<file path="src/rtl/multi_register_bank.sv">
// -----------------------------------------------------------------------------
// multi_register_bank
//
// Bank of COUNT general-purpose WIDTH-bit registers that share one operation
// code and one data input. Each register has its own enable bit. The bank
// also provides two combinational read ports, per-register zero flags and a
// registered wrap flag.
//
// Ports:
//   Clock    in   1      rising-edge clock
//   Reset    in   1      asynchronous, active-low reset
//   I        in   WIDTH  shared data input
//   E        in   COUNT  enable mask; bit k enables register k
//   FunSel   in   3      operation code applied to every enabled register
//   OutASel  in   SELW   read port A select
//   OutBSel  in   SELW   read port B select
//   OutA     out  WIDTH  contents of R[OutASel], or 0 if the select is out of range
//   OutB     out  WIDTH  contents of R[OutBSel], or 0 if the select is out of range
//   Z        out  COUNT  Z[k] = 1 when register k holds 0
//   Wrap     out  1      set for one cycle after an enabled register wraps
// -----------------------------------------------------------------------------
module multi_register_bank #(
    parameter int               WIDTH       = 16,
    parameter int               COUNT       = 4,
    parameter logic [WIDTH-1:0] RESET_VALUE = '0,
    parameter int               SELW        = (COUNT > 1) ? $clog2(COUNT) : 1
) (
    input  logic             Clock,
    input  logic             Reset,
    input  logic [WIDTH-1:0] I,
    input  logic [COUNT-1:0] E,
    input  logic [2:0]       FunSel,
    input  logic [SELW-1:0]  OutASel,
    input  logic [SELW-1:0]  OutBSel,
    output logic [WIDTH-1:0] OutA,
    output logic [WIDTH-1:0] OutB,
    output logic [COUNT-1:0] Z,
    output logic             Wrap
);

    localparam int               H   = WIDTH / 2;
    localparam logic [WIDTH-1:0] ONE = WIDTH'(1);

    localparam logic [2:0] FS_DEC   = 3'b000;
    localparam logic [2:0] FS_INC   = 3'b001;
    localparam logic [2:0] FS_LOAD  = 3'b010;
    localparam logic [2:0] FS_CLR   = 3'b011;
    localparam logic [2:0] FS_LZEXT = 3'b100;
    localparam logic [2:0] FS_LLO   = 3'b101;
    localparam logic [2:0] FS_LHI   = 3'b110;
    localparam logic [2:0] FS_LSEXT = 3'b111;

    logic [WIDTH-1:0] regs_q [COUNT];
    logic [WIDTH-1:0] regs_d [COUNT];
    logic             wrap_q;
    logic             wrap_d;

    // Next value of one register for a given operation; q is that register's
    // own current value, so several enabled registers update independently.
    function automatic logic [WIDTH-1:0] next_val(input logic [2:0]       fs,
                                                   input logic [WIDTH-1:0] q,
                                                   input logic [WIDTH-1:0] d);
        logic [H-1:0] l;
        l = d[H-1:0];
        case (fs)
            FS_DEC:   next_val = q - ONE;
            FS_INC:   next_val = q + ONE;
            FS_LOAD:  next_val = d;
            FS_CLR:   next_val = '0;
            FS_LZEXT: next_val = {{H{1'b0}}, l};
            FS_LLO:   next_val = {q[WIDTH-1:H], l};
            FS_LHI:   next_val = {l, q[H-1:0]};
            default:  next_val = {{H{l[H-1]}}, l};
        endcase
    endfunction

    // A register wraps when it decrements from zero or increments from all-ones.
    function automatic logic wraps(input logic [2:0] fs, input logic [WIDTH-1:0] q);
        wraps = ((fs == FS_DEC) && (q == '0)) || ((fs == FS_INC) && (q == '1));
    endfunction

    always_comb begin
        wrap_d = 1'b0;
        for (int k = 0; k < COUNT; k++) begin
            regs_d[k] = regs_q[k];
            if (E[k]) begin
                regs_d[k] = next_val(FunSel, regs_q[k], I);
                if (wraps(FunSel, regs_q[k])) begin
                    wrap_d = 1'b1;
                end
            end
        end
    end

    always_ff @(posedge Clock or negedge Reset) begin
        if (!Reset) begin
            for (int k = 0; k < COUNT; k++) begin
                regs_q[k] <= RESET_VALUE;
            end
            wrap_q <= 1'b0;
        end else begin
            for (int k = 0; k < COUNT; k++) begin
                regs_q[k] <= regs_d[k];
            end
            wrap_q <= wrap_d;
        end
    end

    // Read ports: a select that names no register reads as zero. No bypass
    // from regs_d, so a same-cycle write shows only after the edge.
    always_comb begin
        OutA = '0;
        OutB = '0;
        for (int k = 0; k < COUNT; k++) begin
            if (OutASel == SELW'(k)) begin
                OutA = regs_q[k];
            end
            if (OutBSel == SELW'(k)) begin
                OutB = regs_q[k];
            end
        end
    end

    always_comb begin
        for (int k = 0; k < COUNT; k++) begin
            Z[k] = (regs_q[k] == '0);
        end
    end

    assign Wrap = wrap_q;

endmodule
</file>
<file path="config.mk">
export PLATFORM = sky130hd
export DESIGN_NAME = multi_register_bank
export DESIGN_NICKNAME = d
export VERILOG_FILES = /design/src/rtl/multi_register_bank.sv
export SDC_FILE = /design/constraint.sdc
export NUM_CORES = 1
export LEC_CHECK = 0
export CORE_MARGIN = 5
export CORE_UTILIZATION = 54
export CTS_BUF_LIST = sky130_fd_sc_hd__clkbuf_2 sky130_fd_sc_hd__clkbuf_4 sky130_fd_sc_hd__clkbuf_8
export DETAILED_ROUTE_END_ITERATION = 10
export PLACE_DENSITY_LB_ADDON = 0.15
export SLEW_MARGIN = 20
export SYNTH_ARGS = -nofsm -noshare
export SYNTH_HDL_FRONTEND = slang
export SYNTH_SLANG_ARGS = --single-unit
</file>
<file path="constraint.sdc">
create_clock -name Clock -period 4.9 [get_ports Clock]
set_input_delay 0.49 -clock Clock [delete_from_list [all_inputs] [get_ports Clock]]
set_output_delay 0.49 -clock Clock [all_outputs]
set_load 0.02 [all_outputs]
</file>
# Word level (Yosys, flattened, before mapping)

Index checks and enable logic that the tools add are counted.

Input port bits: 29
Output and inout bits: 37
Register bits after elaboration: 65
Word-level logic and storage cells: 82

Add/subtract/negate cells: 8
Mux-type cells: 20
Equal/unequal tests: 16
Bitwise logic cells: 2
Reduce and logical (&&, ||, !) cells: 27

Operator list:

| operator              | count |
|---|---|
| $pmux 16 s7           | 4 |
| $mux 16               | 8 |
| $add 16x1->16 const B | 4 |
| $eq 16x16->1 const B  | 4 |
| $logic_not 16->1      | 4 |
| $sub 16x1->16 const B | 4 |
| $reduce_and 2->1      | 8 |
| $eq 3x3->1 const B    | 3 |
| $eq 2x2->1 const B    | 4 |
| $logic_and 1x1->1     | 8 |
| $mux 1                | 8 |
| $eq 3x2->1 const B    | 2 |
| $eq 2x1->1 const B    | 2 |
| $logic_not 2->1       | 2 |
| $logic_or 1x1->1      | 4 |
| $eq 3x1->1 const B    | 1 |
| $logic_not 3->1       | 1 |
| $not 1->1             | 2 |

# Longest topological paths before layout

Depth in word-level cells: 11
Depth in mapped cells: 12
Mapped depth without buffers: 10

# Worst setup path before layout

No wires, ideal clock.

Kind: in2reg
Start point: input port FunSel[2]
End point: register regs_q[47] (netlist bit)
Arrival time: 4.147 ns
Library setup time: 0.142 ns
Required time: 4.758 ns
Buffers on the path: 2
Setup slack: 0.611 ns
Stages: 12
Cell sequence: clkbuf_1 nor2_1 nand2_1 ha_1 buf_2 a21o_1 a21oi_1 mux2_2 a211oi_1 o211a_1 mux2i_1 a211oi_1

Longest elaborated chain between the ends: 3
Elaborated cells on any way between the ends: 10
Classes of those cells: eq/ne: 6; mux: 1; bitwise: 1; reduce/logical: 2

RTL lines:

| element                                                             | RTL line | source |
|---|---|---|
| start, declared                                                     | 32       | `input logic [2:0] FunSel,` |
| parallel branches: the longest is 3 deep, another holds $pmux 16 s7 | --       |  |
| end signal, assigned by index                                       | 103      | `regs_q[k] <= regs_d[k];` |
| end, declared                                                       | 53       | `logic [WIDTH-1:0] regs_q [COUNT];` |

Several ways; the timed one is not identified.
A chain may end at the register's enable or synchronous reset.

# Final worst setup path

Ends and elaborated chain as after synthesis.

==> run_results.csv <==
group,metric,value,unit
status,status,"completed",
sta,finalSetupViolations,0,
floorplanning,start_util,55.3,%
floorplanning,num_io_pins,66,
clocking,post_cts_resized,0,
run,cap_violations,0,
sta,slew_violations,0,
cells_and_area,area_growth_syn_to_layout,13.5,%
critical_path,crit_required,5.13,ns
cells_and_area,mostFrequentLayoutCell,"a21oi_1",
drt,postRouteWirelength,23.6,mm
power_and_ir_drop,power_leakage,0.00318,uW
global_route,grt_usage,31.8,%
critical_path,critPathMaxFanout,21,
clocking,cts_tree,"built",
placement,dp_hpwl,17.6,mm
synthesis,ys_seq_area_share,23.2,%
critical_path,rrSetupSlack,2.18,ns
cells_and_area,layout_common_cells,"75 x a21oi_1, 74 x o21ai_0, 72 x nand2_1",
global_route,grt_use_met2,51.9,%
synthesis,async_flop_share,100,%
floorplanning,fp-row-count,41,
power_and_ir_drop,share_comb_of_total_power,57.6,%
sta,worstMarginPinSlew,0.815,ns
power_and_ir_drop,powerDensity,393,mW/mm^2
drt,drc,0,
floorplanning,die_x,124,um
critical_path,critPathCaptureType,"register",
clocking,cts_root_buffer,"clkbuf_8",
sta,relSlewSlack,45.5,%
placement,io_buffer_count,65,
global_route,grt_max_degree,49,
placement,gp_congestion,1.04,
cells_and_area,nNetsFinal,941,
sta,fmax,279,MHz
synthesis,synth_edf_count,0,
global_route,overflow,0,
critical_path,crit_type,"primary input to register",
cells_and_area,drive_above_1_share,9.19,%
critical_path,r2r_end,"regs_q[30]",
synthesis,yosysWarnings,0,
sta,fin_skew,0.0121,ns
drt,firstDrtPassIters,5,
synthesis,syn_area,0.00701,mm^2
floorplanning,core,0.0127,mm^2
clocking,cts_buffers,9,
synthesis,syn_nets,892,
clocking,cts.sinks,65,
drt,ant_nets,0,
critical_path,slowest_delay,0.46,ns
cells_and_area,diodes,0,
critical_path,rr_worst_depth,8,
critical_path,arrival,3.82,ns
global_route,grt_pass1_vias,6991,
cells_and_area,ff_latch_area,0.00163,mm^2
drt,num_vias,7027,
critical_path,cp_cell_sequence,"clkdlybuf4s50_1 -> buf_4 -> nor2_4 -> nand2_2 -> buf_4 -> ha_1 -> a21o_1 -> a21oi_1 -> mux2_2 -> a211oi_1 -> o211a_1 -> mux2i_1 -> a211oi_1",
critical_path,path_buf_inv,3,
clocking,post_cts_buffers,0,
clocking,clockBufferDepth,2,
floorplanning,chipHeight,124,um
global_route,busiest_layer,"met2",
power_and_ir_drop,p_seq_share,28.8,%
critical_path,cpMaxStageDelayCell,"clkdlybuf4s50_1",
critical_path,worstSetupStartpointType,"primary input",
hold_path,hold_class,"primary input to asynchronous set/reset pin",
sta,rsz0062_at_grt,"no",
power_and_ir_drop,p_int,1680,uW
clocking,ctsHoldBuffers,0,
synthesis,synth_cells,795,
sta,finalHoldViolCount,0,
drt,first_iter_violations,618,
drt,wl_per_cell,23.1,um
sta,min_period_over_period,73.3,%
sta,fin_setup_tns,0,ns
power_and_ir_drop,clkPwrFrac,13.6,%
synthesis,synthDistinctLibCells,67,
power_and_ir_drop,swShare,46.4,%
clocking,htree_levels,3,
global_route,grt_use_met1,41.5,%
sta,period_minus_slack,3.59,ns
critical_path,rr_startpoint,"regs_q[16]",
global_route,grt_first_pass_wirelength,37.3,mm
global_route,grt_antenna_before_repair,0,
cells_and_area,multi_input_area,0.00521,mm^2
drt,via_per_inst,6.88,
synthesis,ys.flop_type,"dfrtp_1",
power_and_ir_drop,vdd_drop_max,0.190,mV
cells_and_area,fin_util,62.8,%
cells_and_area,nFillCells,1102,
floorplanning,dieArea,0.0154,mm^2
synthesis,yosys_register_bits,65,
synthesis,avgSynthCellArea,8.81,um^2
clocking,insertion_delay,0.38,ns
power_and_ir_drop,power_switching,1450,uW
critical_path,crit_family,"buffers and inverters",
clocking,clk_pin_slew,0.08,ns
global_route,grt_use_met3,4.59,%
==> state kept, by name, summed over array words and instances, names as in the netlist <==
name    flops
regs_q     64
Wrap        1
==> cells in the mapped netlist (all sizes together) (8+ instances only) <==
cell type	n	share of area, %
xnor2	31	3.9
a31oi	8	0.71
nand3	10	0.71
xor2	14	1.8
clkbuf	23	1.3
inv	10	0.54
nand2	73	3.9
nor2b	13	1.2
nor2	64	3.4
mux4	32	10
dfrtp	65	23
nor4	19	1.7
a21o	20	2.1
ha	64	11
mux2i	13	1.9
a21oi	75	5.4
nand4	25	2.2
nor3	13	0.93
buf	12	0.73
and3	8	0.71
o211ai	8	1.1
o32a	12	1.7
o21bai	9	1.1
a211oi	11	1.3
o21ai	75	5.4
==> through the flow <==
| stage | instance area, um^2 | hold WS (ns) | instances | worst slack, ns | power [uW] |
|---|---|---|---|---|---|
| final | 7950 | 0.0999 | 1021 | 1.31 | 3130 |
| after floorplan | 7010 | 0.194 | 795 | 0.611 | 2110 |
| after detailed placement | 7800 | 0.517 | 1005 | 0.986 | 2660 |
| after global routing | 7950 | 0.151 | 1021 | 1.12 | 3320 |
| after CTS | 7960 | 0.104 | 1021 | 1.38 | 3090 |
| after global placement | 7800 | 0.507 | 1005 | 1.04 | 2610 |
==> worst register-to-register path, stage by stage, from the launching register on <==
cell	delay, ns
dfrtp_1	0.53
fa_1	0.51
a21oi_1	0.17
nor2b_1	0.08
a31oi_1	0.34
o31ai_1	0.20
a311oi_1	0.42
mux2i_1	0.26
a211oi_1	0.07
==> power groups by stage <==
stage / registers (uW) / clock network [uW] / logic, uW
detailed placement: 898 / 0 / 1760
global placement: 887 / 0 / 1730
floorplan: 788 / 0 / 1330
global route: 915 / 448 / 1960
finish: 901 / 427 / 1800
CTS: 889 / 430 / 1780
==> how the worst max path moves through the flow <==
| stage | from | to | slack (ns) | cells past startpoint |
|---|---|---|---|---|
| 4_1_cts | FunSel[2] | regs_q[47] | 1.38 | 13 |
| 3_3_place_gp | FunSel[2] | regs_q[15] | 1.04 | 13 |
| 6_report | FunSel[2] | regs_q[47] | 1.31 | 13 |
| 2_1_floorplan | FunSel[2] | regs_q[47] | 0.61 | 12 |
| 3_5_place_dp | FunSel[2] | regs_q[47] | 0.99 | 13 |
| 5_1_grt | FunSel[2] | regs_q[57] | 1.12 | 13 |
==> cell families after synthesis <==
logic type	after synthesis	share of synthesized area, %
flops	65	23.2
simple gates	259	18.2
xor+xnor	45	5.63
mux	52	13.4
compound gates	261	24.5
fa+ha+maj	68	12.6
buf+inv	45	2.52
==> final cells by class <==
type                    instances  share of cell area, %
clock inverters                 4                  0.252
well taps                     172                   2.71
inverters                      10                  0.472
repair buffers                 73                   8.75
clock buffers                  12                   1.84
multi-input cells             685                   65.5
flip-flops and latches         65                   20.4
==> per-layer routing <==
layer / vias up / share of wire [%]
li1: 3181 / -
met4: 0 / 4.3
met5: - / 0
met2: 393 / 48
met3: 88 / 8.7
met1: 3365 / 39
Note: power is estimated with default switching activity, not from simulation.
